[src/rtl/lsu_pkg.sv]
// Shared definitions for the MEM-stage load/store unit: FSM states, RISC-V
// load/store funct3 encodings and the access alignment rule.
package lsu_pkg;

   typedef enum logic [1:0] {
      IDLE  = 2'b00,
      ISSUE = 2'b01,
      WAIT  = 2'b10,
      DONE  = 2'b11
   } lsu_state_e;

   localparam logic [2:0] F3_B  = 3'b000;
   localparam logic [2:0] F3_H  = 3'b001;
   localparam logic [2:0] F3_W  = 3'b010;
   localparam logic [2:0] F3_BU = 3'b100;
   localparam logic [2:0] F3_HU = 3'b101;

   // Encodings outside the five legal widths are rejected like a misaligned access.
   function automatic logic is_misaligned(input logic [2:0] func3, input logic [1:0] lane);
      logic bad;
      case (func3)
         F3_B, F3_BU: bad = 1'b0;
         F3_H, F3_HU: bad = lane[0];
         F3_W:        bad = (lane != 2'b00);
         default:     bad = 1'b1;
      endcase
      return bad;
   endfunction

endpackage

[src/rtl/mem_stage_lsu_if.sv]
// Bundle of EX/MEM request, data-cache and writeback signals around the LSU.
// slave = the LSU itself, master = the surrounding pipeline/cache.
interface mem_stage_lsu_if #(
   parameter int ADDR_W = 32
);
   logic              req_valid;
   logic              req_is_store;
   logic [ADDR_W-1:0] req_addr;
   logic [31:0]       req_wdata;
   logic [2:0]        req_func3;
   logic [4:0]        req_rd;
   logic [ADDR_W-1:0] cache_addr;
   logic [31:0]       cache_wdata;
   logic              cache_we;
   logic [2:0]        cache_func3;
   logic [31:0]       cache_rdata;
   logic              cache_hit;
   logic              cache_busy;
   logic              stall;
   logic              wb_valid;
   logic [31:0]       wb_data;
   logic [4:0]        wb_rd;
   logic              misaligned;
   logic              timeout_err;

   modport slave (
      input  req_valid, req_is_store, req_addr, req_wdata, req_func3, req_rd,
      input  cache_rdata, cache_hit, cache_busy,
      output cache_addr, cache_wdata, cache_we, cache_func3,
      output stall, wb_valid, wb_data, wb_rd, misaligned, timeout_err
   );

   modport master (
      output req_valid, req_is_store, req_addr, req_wdata, req_func3, req_rd,
      output cache_rdata, cache_hit, cache_busy,
      input  cache_addr, cache_wdata, cache_we, cache_func3,
      input  stall, wb_valid, wb_data, wb_rd, misaligned, timeout_err
   );

endinterface

[src/rtl/load_align.sv]
// Picks the addressed byte/half/word lane out of a raw 32-bit read word and
// sign- or zero-extends it according to funct3. Purely combinational.
module load_align
   import lsu_pkg::*;
(
   input  logic [31:0] rdata_i,
   input  logic [1:0]  lane_i,
   input  logic [2:0]  func3_i,
   output logic [31:0] data_o
);

   logic [7:0]  byte_s;
   logic [15:0] half_s;

   // Lane select then extension.
   always_comb begin
      byte_s = rdata_i[{lane_i, 3'b000} +: 8];
      half_s = rdata_i[{lane_i[1], 4'b0000} +: 16];
      case (func3_i)
         F3_B:    data_o = {{24{byte_s[7]}}, byte_s};
         F3_BU:   data_o = {24'h000000, byte_s};
         F3_H:    data_o = {{16{half_s[15]}}, half_s};
         F3_HU:   data_o = {16'h0000, half_s};
         default: data_o = rdata_i;
      endcase
   end

endmodule

[src/rtl/mem_stage_lsu.sv]
// MEM-stage load/store unit: issues one access to the data cache, stalls the
// pipeline until it completes, and returns extended load data to writeback.
module mem_stage_lsu
   import lsu_pkg::*;
#(
   parameter int TIMEOUT = 20,
   parameter int ADDR_W  = 32
) (
   input logic clk,
   input logic reset,
   mem_stage_lsu_if.slave bus
);

   localparam int CNT_W = $clog2(TIMEOUT + 1);

   lsu_state_e        state_q, state_d;
   logic [ADDR_W-1:0] addr_q;
   logic [31:0]       wdata_q;
   logic [2:0]        func3_q;
   logic [4:0]        rd_q;
   logic              store_q;
   logic              we_q;
   logic [CNT_W-1:0]  cnt_q;
   logic              wb_valid_q;
   logic [31:0]       wb_data_q;
   logic [4:0]        wb_rd_q;
   logic              misal_q;
   logic              tout_q;

   logic              misal_s;
   logic              accept_s;
   logic              done_s;
   logic              tout_s;
   logic [31:0]       align_s;

   load_align u_load_align (
      .rdata_i (bus.cache_rdata),
      .lane_i  (addr_q[1:0]),
      .func3_i (func3_q),
      .data_o  (align_s)
   );

   // Next-state and transaction events; busy outranks hit, completion outranks timeout.
   always_comb begin
      state_d  = state_q;
      accept_s = 1'b0;
      done_s   = 1'b0;
      tout_s   = 1'b0;
      misal_s  = is_misaligned(bus.req_func3, bus.req_addr[1:0]);
      case (state_q)
         IDLE: begin
            if (bus.req_valid && !misal_s) begin
               accept_s = 1'b1;
               state_d  = ISSUE;
            end else begin
               state_d  = IDLE;
            end
         end
         ISSUE: state_d = WAIT;
         WAIT: begin
            if (!bus.cache_busy && (bus.cache_hit || store_q)) begin
               done_s  = 1'b1;
               state_d = DONE;
            end else if (cnt_q == CNT_W'(TIMEOUT - 1)) begin
               tout_s  = 1'b1;
               state_d = IDLE;
            end else begin
               state_d = WAIT;
            end
         end
         DONE:    state_d = IDLE;
         default: state_d = IDLE;
      endcase
   end

   // State, request latches, wait counter and registered result/flag outputs.
   always_ff @(posedge clk) begin
      if (!reset) begin
         state_q    <= IDLE;
         addr_q     <= '0;
         wdata_q    <= 32'h00000000;
         func3_q    <= F3_W;
         rd_q       <= 5'd0;
         store_q    <= 1'b0;
         we_q       <= 1'b0;
         cnt_q      <= '0;
         wb_valid_q <= 1'b0;
         wb_data_q  <= 32'h00000000;
         wb_rd_q    <= 5'd0;
         misal_q    <= 1'b0;
         tout_q     <= 1'b0;
      end else begin
         state_q <= state_d;
         if (accept_s) begin
            addr_q  <= bus.req_addr;
            wdata_q <= bus.req_wdata;
            func3_q <= bus.req_func3;
            rd_q    <= bus.req_rd;
            store_q <= bus.req_is_store;
            we_q    <= bus.req_is_store;
         end else if (done_s || tout_s) begin
            we_q <= 1'b0;
         end
         if (state_q == ISSUE) begin
            cnt_q <= '0;
         end else if (state_q == WAIT) begin
            cnt_q <= cnt_q + CNT_W'(1);
         end
         wb_valid_q <= done_s && !store_q;
         if (done_s && !store_q) begin
            wb_data_q <= align_s;
            wb_rd_q   <= rd_q;
         end
         misal_q <= (state_q == IDLE) && bus.req_valid && misal_s;
         if (tout_s) begin
            tout_q <= 1'b1;
         end
      end
   end

   assign bus.cache_addr  = addr_q;
   assign bus.cache_wdata = wdata_q;
   assign bus.cache_func3 = func3_q;
   assign bus.cache_we    = we_q;
   assign bus.wb_valid    = wb_valid_q;
   assign bus.wb_data     = wb_data_q;
   assign bus.wb_rd       = wb_rd_q;
   assign bus.misaligned  = misal_q;
   assign bus.timeout_err = tout_q;
   // Stall must rise in the accepting cycle, so it cannot wait for a register.
   assign bus.stall = ((state_q == IDLE) && bus.req_valid && !misal_s)
                    || (state_q == ISSUE) || (state_q == WAIT);

endmodule

[src/flat_wrapper.sv]
// flat-port wrapper written by rule: the top's interface ports become plain ports
module mem_stage_lsu_flat import lsu_pkg::*;
#(
   parameter int TIMEOUT = 20,
   parameter int ADDR_W  = 32
)
  (clk, reset, bus_req_valid, bus_req_is_store, bus_req_addr, bus_req_wdata, bus_req_func3, bus_req_rd, bus_cache_rdata, bus_cache_hit, bus_cache_busy, bus_cache_addr, bus_cache_wdata, bus_cache_we, bus_cache_func3, bus_stall, bus_wb_valid, bus_wb_data, bus_wb_rd, bus_misaligned, bus_timeout_err);
  mem_stage_lsu_if #(.ADDR_W(ADDR_W)) bus_i ();
  input logic clk;
  input logic reset;
  input wire logic [$bits(bus_i.req_valid)-1:0] bus_req_valid;
  input wire logic [$bits(bus_i.req_is_store)-1:0] bus_req_is_store;
  input wire logic [$bits(bus_i.req_addr)-1:0] bus_req_addr;
  input wire logic [$bits(bus_i.req_wdata)-1:0] bus_req_wdata;
  input wire logic [$bits(bus_i.req_func3)-1:0] bus_req_func3;
  input wire logic [$bits(bus_i.req_rd)-1:0] bus_req_rd;
  input wire logic [$bits(bus_i.cache_rdata)-1:0] bus_cache_rdata;
  input wire logic [$bits(bus_i.cache_hit)-1:0] bus_cache_hit;
  input wire logic [$bits(bus_i.cache_busy)-1:0] bus_cache_busy;
  output wire logic [$bits(bus_i.cache_addr)-1:0] bus_cache_addr;
  output wire logic [$bits(bus_i.cache_wdata)-1:0] bus_cache_wdata;
  output wire logic [$bits(bus_i.cache_we)-1:0] bus_cache_we;
  output wire logic [$bits(bus_i.cache_func3)-1:0] bus_cache_func3;
  output wire logic [$bits(bus_i.stall)-1:0] bus_stall;
  output wire logic [$bits(bus_i.wb_valid)-1:0] bus_wb_valid;
  output wire logic [$bits(bus_i.wb_data)-1:0] bus_wb_data;
  output wire logic [$bits(bus_i.wb_rd)-1:0] bus_wb_rd;
  output wire logic [$bits(bus_i.misaligned)-1:0] bus_misaligned;
  output wire logic [$bits(bus_i.timeout_err)-1:0] bus_timeout_err;
  assign bus_i.req_valid = bus_req_valid;
  assign bus_i.req_is_store = bus_req_is_store;
  assign bus_i.req_addr = bus_req_addr;
  assign bus_i.req_wdata = bus_req_wdata;
  assign bus_i.req_func3 = bus_req_func3;
  assign bus_i.req_rd = bus_req_rd;
  assign bus_i.cache_rdata = bus_cache_rdata;
  assign bus_i.cache_hit = bus_cache_hit;
  assign bus_i.cache_busy = bus_cache_busy;
  assign bus_cache_addr = bus_i.cache_addr;
  assign bus_cache_wdata = bus_i.cache_wdata;
  assign bus_cache_we = bus_i.cache_we;
  assign bus_cache_func3 = bus_i.cache_func3;
  assign bus_stall = bus_i.stall;
  assign bus_wb_valid = bus_i.wb_valid;
  assign bus_wb_data = bus_i.wb_data;
  assign bus_wb_rd = bus_i.wb_rd;
  assign bus_misaligned = bus_i.misaligned;
  assign bus_timeout_err = bus_i.timeout_err;
  mem_stage_lsu #(.TIMEOUT(TIMEOUT), .ADDR_W(ADDR_W)) u_core (.clk(clk), .reset(reset), .bus(bus_i));
endmodule
[config.mk]
export PLATFORM = sky130hd
export DESIGN_NAME = mem_stage_lsu_flat
export DESIGN_NICKNAME = d
export VERILOG_FILES = /design/src/rtl/lsu_pkg.sv /design/src/rtl/mem_stage_lsu_if.sv /design/src/rtl/load_align.sv /design/src/rtl/mem_stage_lsu.sv /design/src/flat_wrapper.sv
export SDC_FILE = /design/constraint.sdc
export NUM_CORES = 1
export LEC_CHECK = 0
export CAP_MARGIN = 25
export CORE_MARGIN = 5
export CORE_UTILIZATION = 43
export DETAILED_ROUTE_END_ITERATION = 8
export GPL_TIMING_DRIVEN = 0
export PLACE_DENSITY = 0.88
export SYNTH_ARGS = -nofsm -noshare
export SYNTH_HDL_FRONTEND = slang
export SYNTH_HIERARCHICAL = 1
export SYNTH_SLANG_ARGS = --single-unit
[constraint.sdc]
create_clock -name clk -period 1.95 [get_ports clk]
set_input_delay 0.2925 -clock clk [delete_from_list [all_inputs] [get_ports clk]]
set_output_delay 0.2925 -clock clk [all_outputs]
set_load 0.03 [all_outputs]
==> flow_summary_export.csv <==
group,metric,value,unit
placement,dp.cells,1003,
pwr,p_total,6690,uW
timing,max-slew-margin-rel,65.22,%
logic_synthesis,synth-seq-cells,121,
pwr,swShare,25.12,%
global_route,use_met3,9.661,%
route,vias_per_cell,5.034,
clock_tree,clk_pin_slew,50,ps
floorplanning,core,0.01196,mm^2
logic_synthesis,syn-cell-area,0.005215,mm^2
worst_setup_path,start_kind,"flip-flop",
floorplanning,initial_core_util,43.60,%
timing,final_hold_viol_count,0,
final_layout,final_cell_mix,"nand2_1, clkdlybuf4s50_1, dfxtp_1, a21boi_1, a21boi_0",
global_route,first_global_vias,5307,
route,dr.pass1.iters,4,
clock_tree,h-tree-depth,4,
clock_tree,cts-root-buf,"clkbuf_16",
timing,max_freq,533.6,MHz
logic_synthesis,ys.flop_type,"dfxtp_1",
pwr,p_leak,0.003087,uW
job,cap_violations,0,
final_layout,fillCellCount,928,
worst_setup_path,crit_arrival,2170,ps
timing,fin_crit,1874,ps
logic_synthesis,synth_nets,750,
logic_synthesis,ys_types,43,
pwr,switchingPower,1680,uW
min_path,hp-class,"input port to flip-flop",
placement,place.port_buffers,217,
clock_tree,clock_sinks,121,
clock_tree,cts.path.max_buffers,2,
placement,hpwl,12700,um
global_route,track_usage,24.16,%
timing,rsz0062_at_grt,"no",
global_route,antenna_found_initial,0,
timing,finalCritPeriodShare,96.10,%
route,num_vias,5240,
timing,setup_violations,0,
logic_synthesis,synthCells,639,
final_layout,syn_to_final_growth,57.77,%
final_layout,drive_gt1_share,9.620,%
status,outcome,"finished, final reports clean",
worst_setup_path,critPathKind,"flip-flop to flip-flop",
floorplanning,die_area,0.01443,mm^2
floorplanning,die_w,120.1,um
pwr,p_per_area,813.1,mW/mm^2
route,route.detailed.drc,0,
timing,slew_violations,0,
global_route,use_met1,27.07,%
pwr,p_int,5010,uW
pwr,p_seq_share,39.3,%
timing,worst_pin_slew,521.8,ps
global_route,busiest_layer,"met2",
worst_setup_path,worstPathRequired,2240,ps
clock_tree,cts_made_buffers,17,
route,wirelength,17290,um
pwr,vdd_drop_max,0.0006235,V
timing,clock_skew,5.848,ps
clock_tree,clkLatencyLatePin,410,ps
logic_synthesis,synth_warnings,6,
clock_tree,hold_buffers,0,
pwr,clockPowerShare,44.2,%
route,drtIter0Drc,390,
route,ant_nets,0,
floorplanning,io_pins,219,
worst_setup_path,reg2reg_slack,80,ps
route,wl_per_cell,16.61,um
global_route,grt_max_degree,17,
global_route,grt_pass1_wl,27320,um
final_layout,layout_commonest_cell,"nand2_1",
final_layout,stdcell_count,1041,
placement,gp_congestion,0.9323,
floorplanning,fp-row-count,40,
logic_synthesis,synth_edf_count,0,
pwr,combPwrFrac,16.5,%
clock_tree,cts_tree,"done",
floorplanning,die_h,120.1,um
global_route,grt.met2_usage,41.34,%
logic_synthesis,avgSynthCellArea,8.161,um^2
logic_synthesis,async_flop_share,0,%
global_route,grt-ovfl-total,0,
final_layout,num_antenna_cells,0,
worst_setup_path,critPathMaxFanout,10,
worst_setup_path,end_kind,"flip-flop",
final_layout,nets,992,
logic_synthesis,yosysSeqAreaShare,46.45,%
[final timing paths]
kind	from	to	depth (start not counted)
setup / recovery	u_core/bus.cache_addr[0]$_SDFFE_PN0P_	u_core/bus.wb_data[31]$_SDFFE_PN0P_	7
hold / removal	bus_req_func3[1]	u_core/bus.cache_func3[1]$_SDFFE_PN1P_	3
setup reg to reg	u_core/bus.cache_addr[0]$_SDFFE_PN0P_	u_core/bus.wb_data[31]$_SDFFE_PN0P_	7
hold reg to reg	u_core/bus.cache_addr[7]$_SDFFE_PN0P_	u_core/bus.cache_addr[7]$_SDFFE_PN0P_	2
[layer usage]
layer	wire, um	up-vias
met5	0	-
met4	323	0
met3	1748	31
met2	8311	232
met1	6902	2394
li1	-	2583
[layout make-up]
cell class / count / area, um^2 / share of cell area [%]
Timing Repair Buffer: 223 / 2217 / 26.95
Clock buffer: 24 / 501.7 / 6.098
Sequential cell: 121 / 2429 / 29.52
Inverter: 1 / 3.754 / 0.04562
Multi-Input combinational cell: 472 / 2539 / 30.85
Buffer: 45 / 286.5 / 3.482
Tap cell: 147 / 183.9 / 2.235
Clock inverter: 8 / 67.56 / 0.8212
[synthesized netlist by cell type, types with 2 or more instances]
library cell / count / area, um^2
nand2_1: 272 / 1021
dfxtp_1: 121 / 2422
a21boi_1: 70 / 525.5
a21boi_0: 40 / 300.3
clkbuf_1: 19 / 71.32
buf_2: 11 / 55.05
buf_6: 10 / 112.6
nor2_1: 10 / 37.54
o21ai_0: 10 / 50.05
a21oi_1: 8 / 40.04
a22oi_1: 8 / 60.06
buf_4: 5 / 37.54
mux2_2: 5 / 56.30
nor2b_1: 5 / 31.28
mux2i_1: 4 / 40.04
nand3_1: 4 / 20.02
xor2_1: 3 / 26.28
and2_1: 2 / 12.51
nand2_2: 2 / 12.51
nand2b_1: 2 / 12.51
nand4_1: 2 / 12.51
nor3_1: 2 / 10.01
o211ai_1: 2 / 15.01
o21a_1: 2 / 15.01
o21bai_1: 2 / 15.01
[stage by stage]
stage	cell area (um^2)	util [%]	TNS, ps	worst slack, ps	hold slack, ps
floorplan	5215	-	0	0.8812	416.7
global placement	7571	63.30	-6601	-748.5	439.4
detailed placement	7571	63.30	-8584	-749.1	445.0
CTS	8153	68.16	0	2.029	301.9
global route	8228	68.79	0	7.493	199.4
finish	8228	68.79	0	76.10	205.8
[logic make-up (layout without fill, tap and decap cells)]
kind of cell	Yosys count	after routing	share of synthesized area, %
AOI/OAI and AO/OA	147	147	20.51
xor gates and xnor gates	4	4	0.6719
adders and majority gates	1	1	0.2399
buffers and inverters	46	301	5.374
DFF	121	121	46.45
muxes	10	10	2.279
and+or+nand+nor	310	310	24.47
[power groups by stage]
stage / clock (uW) / combinational, uW / sequential, uW
2_1_floorplan: 0 / 393 / 2830
3_3_place_gp: 0 / 1070 / 2670
3_5_place_dp: 0 / 1070 / 2680
4_1_cts: 3010 / 1080 / 2630
5_1_grt: 3140 / 1180 / 2640
6_report: 2960 / 1100 / 2630
[worst max-delay path: stages, from the launching register on]
cell and delay (ps):
dfxtp_2 410, mux4_2 560, nor3b_4 190, o21bai_4 230, buf_6 180, nand2_1 60
nand2_1 60, a21boi_0 70
[sequential cells by signal, summed over array words and instances, names as in the netlist, 2 cells and up]
signal and count:
u_core/bus.cache_addr 32, u_core/bus.cache_func3 3, u_core/bus.cache_wdata 32, u_core/bus.wb_data 32
u_core/bus.wb_rd 5, u_core/cnt_q 5, u_core/rd_q 5, u_core/state_q 2
[timing repair]
item                       4_1_cts  5_1_grt
gates cloned                     0        0
resized for setup               17       12
setup buffers                    1        5
setup endpoints to repair       17       20
pin swaps                        4        3
(Power assumes the default switching activity.)
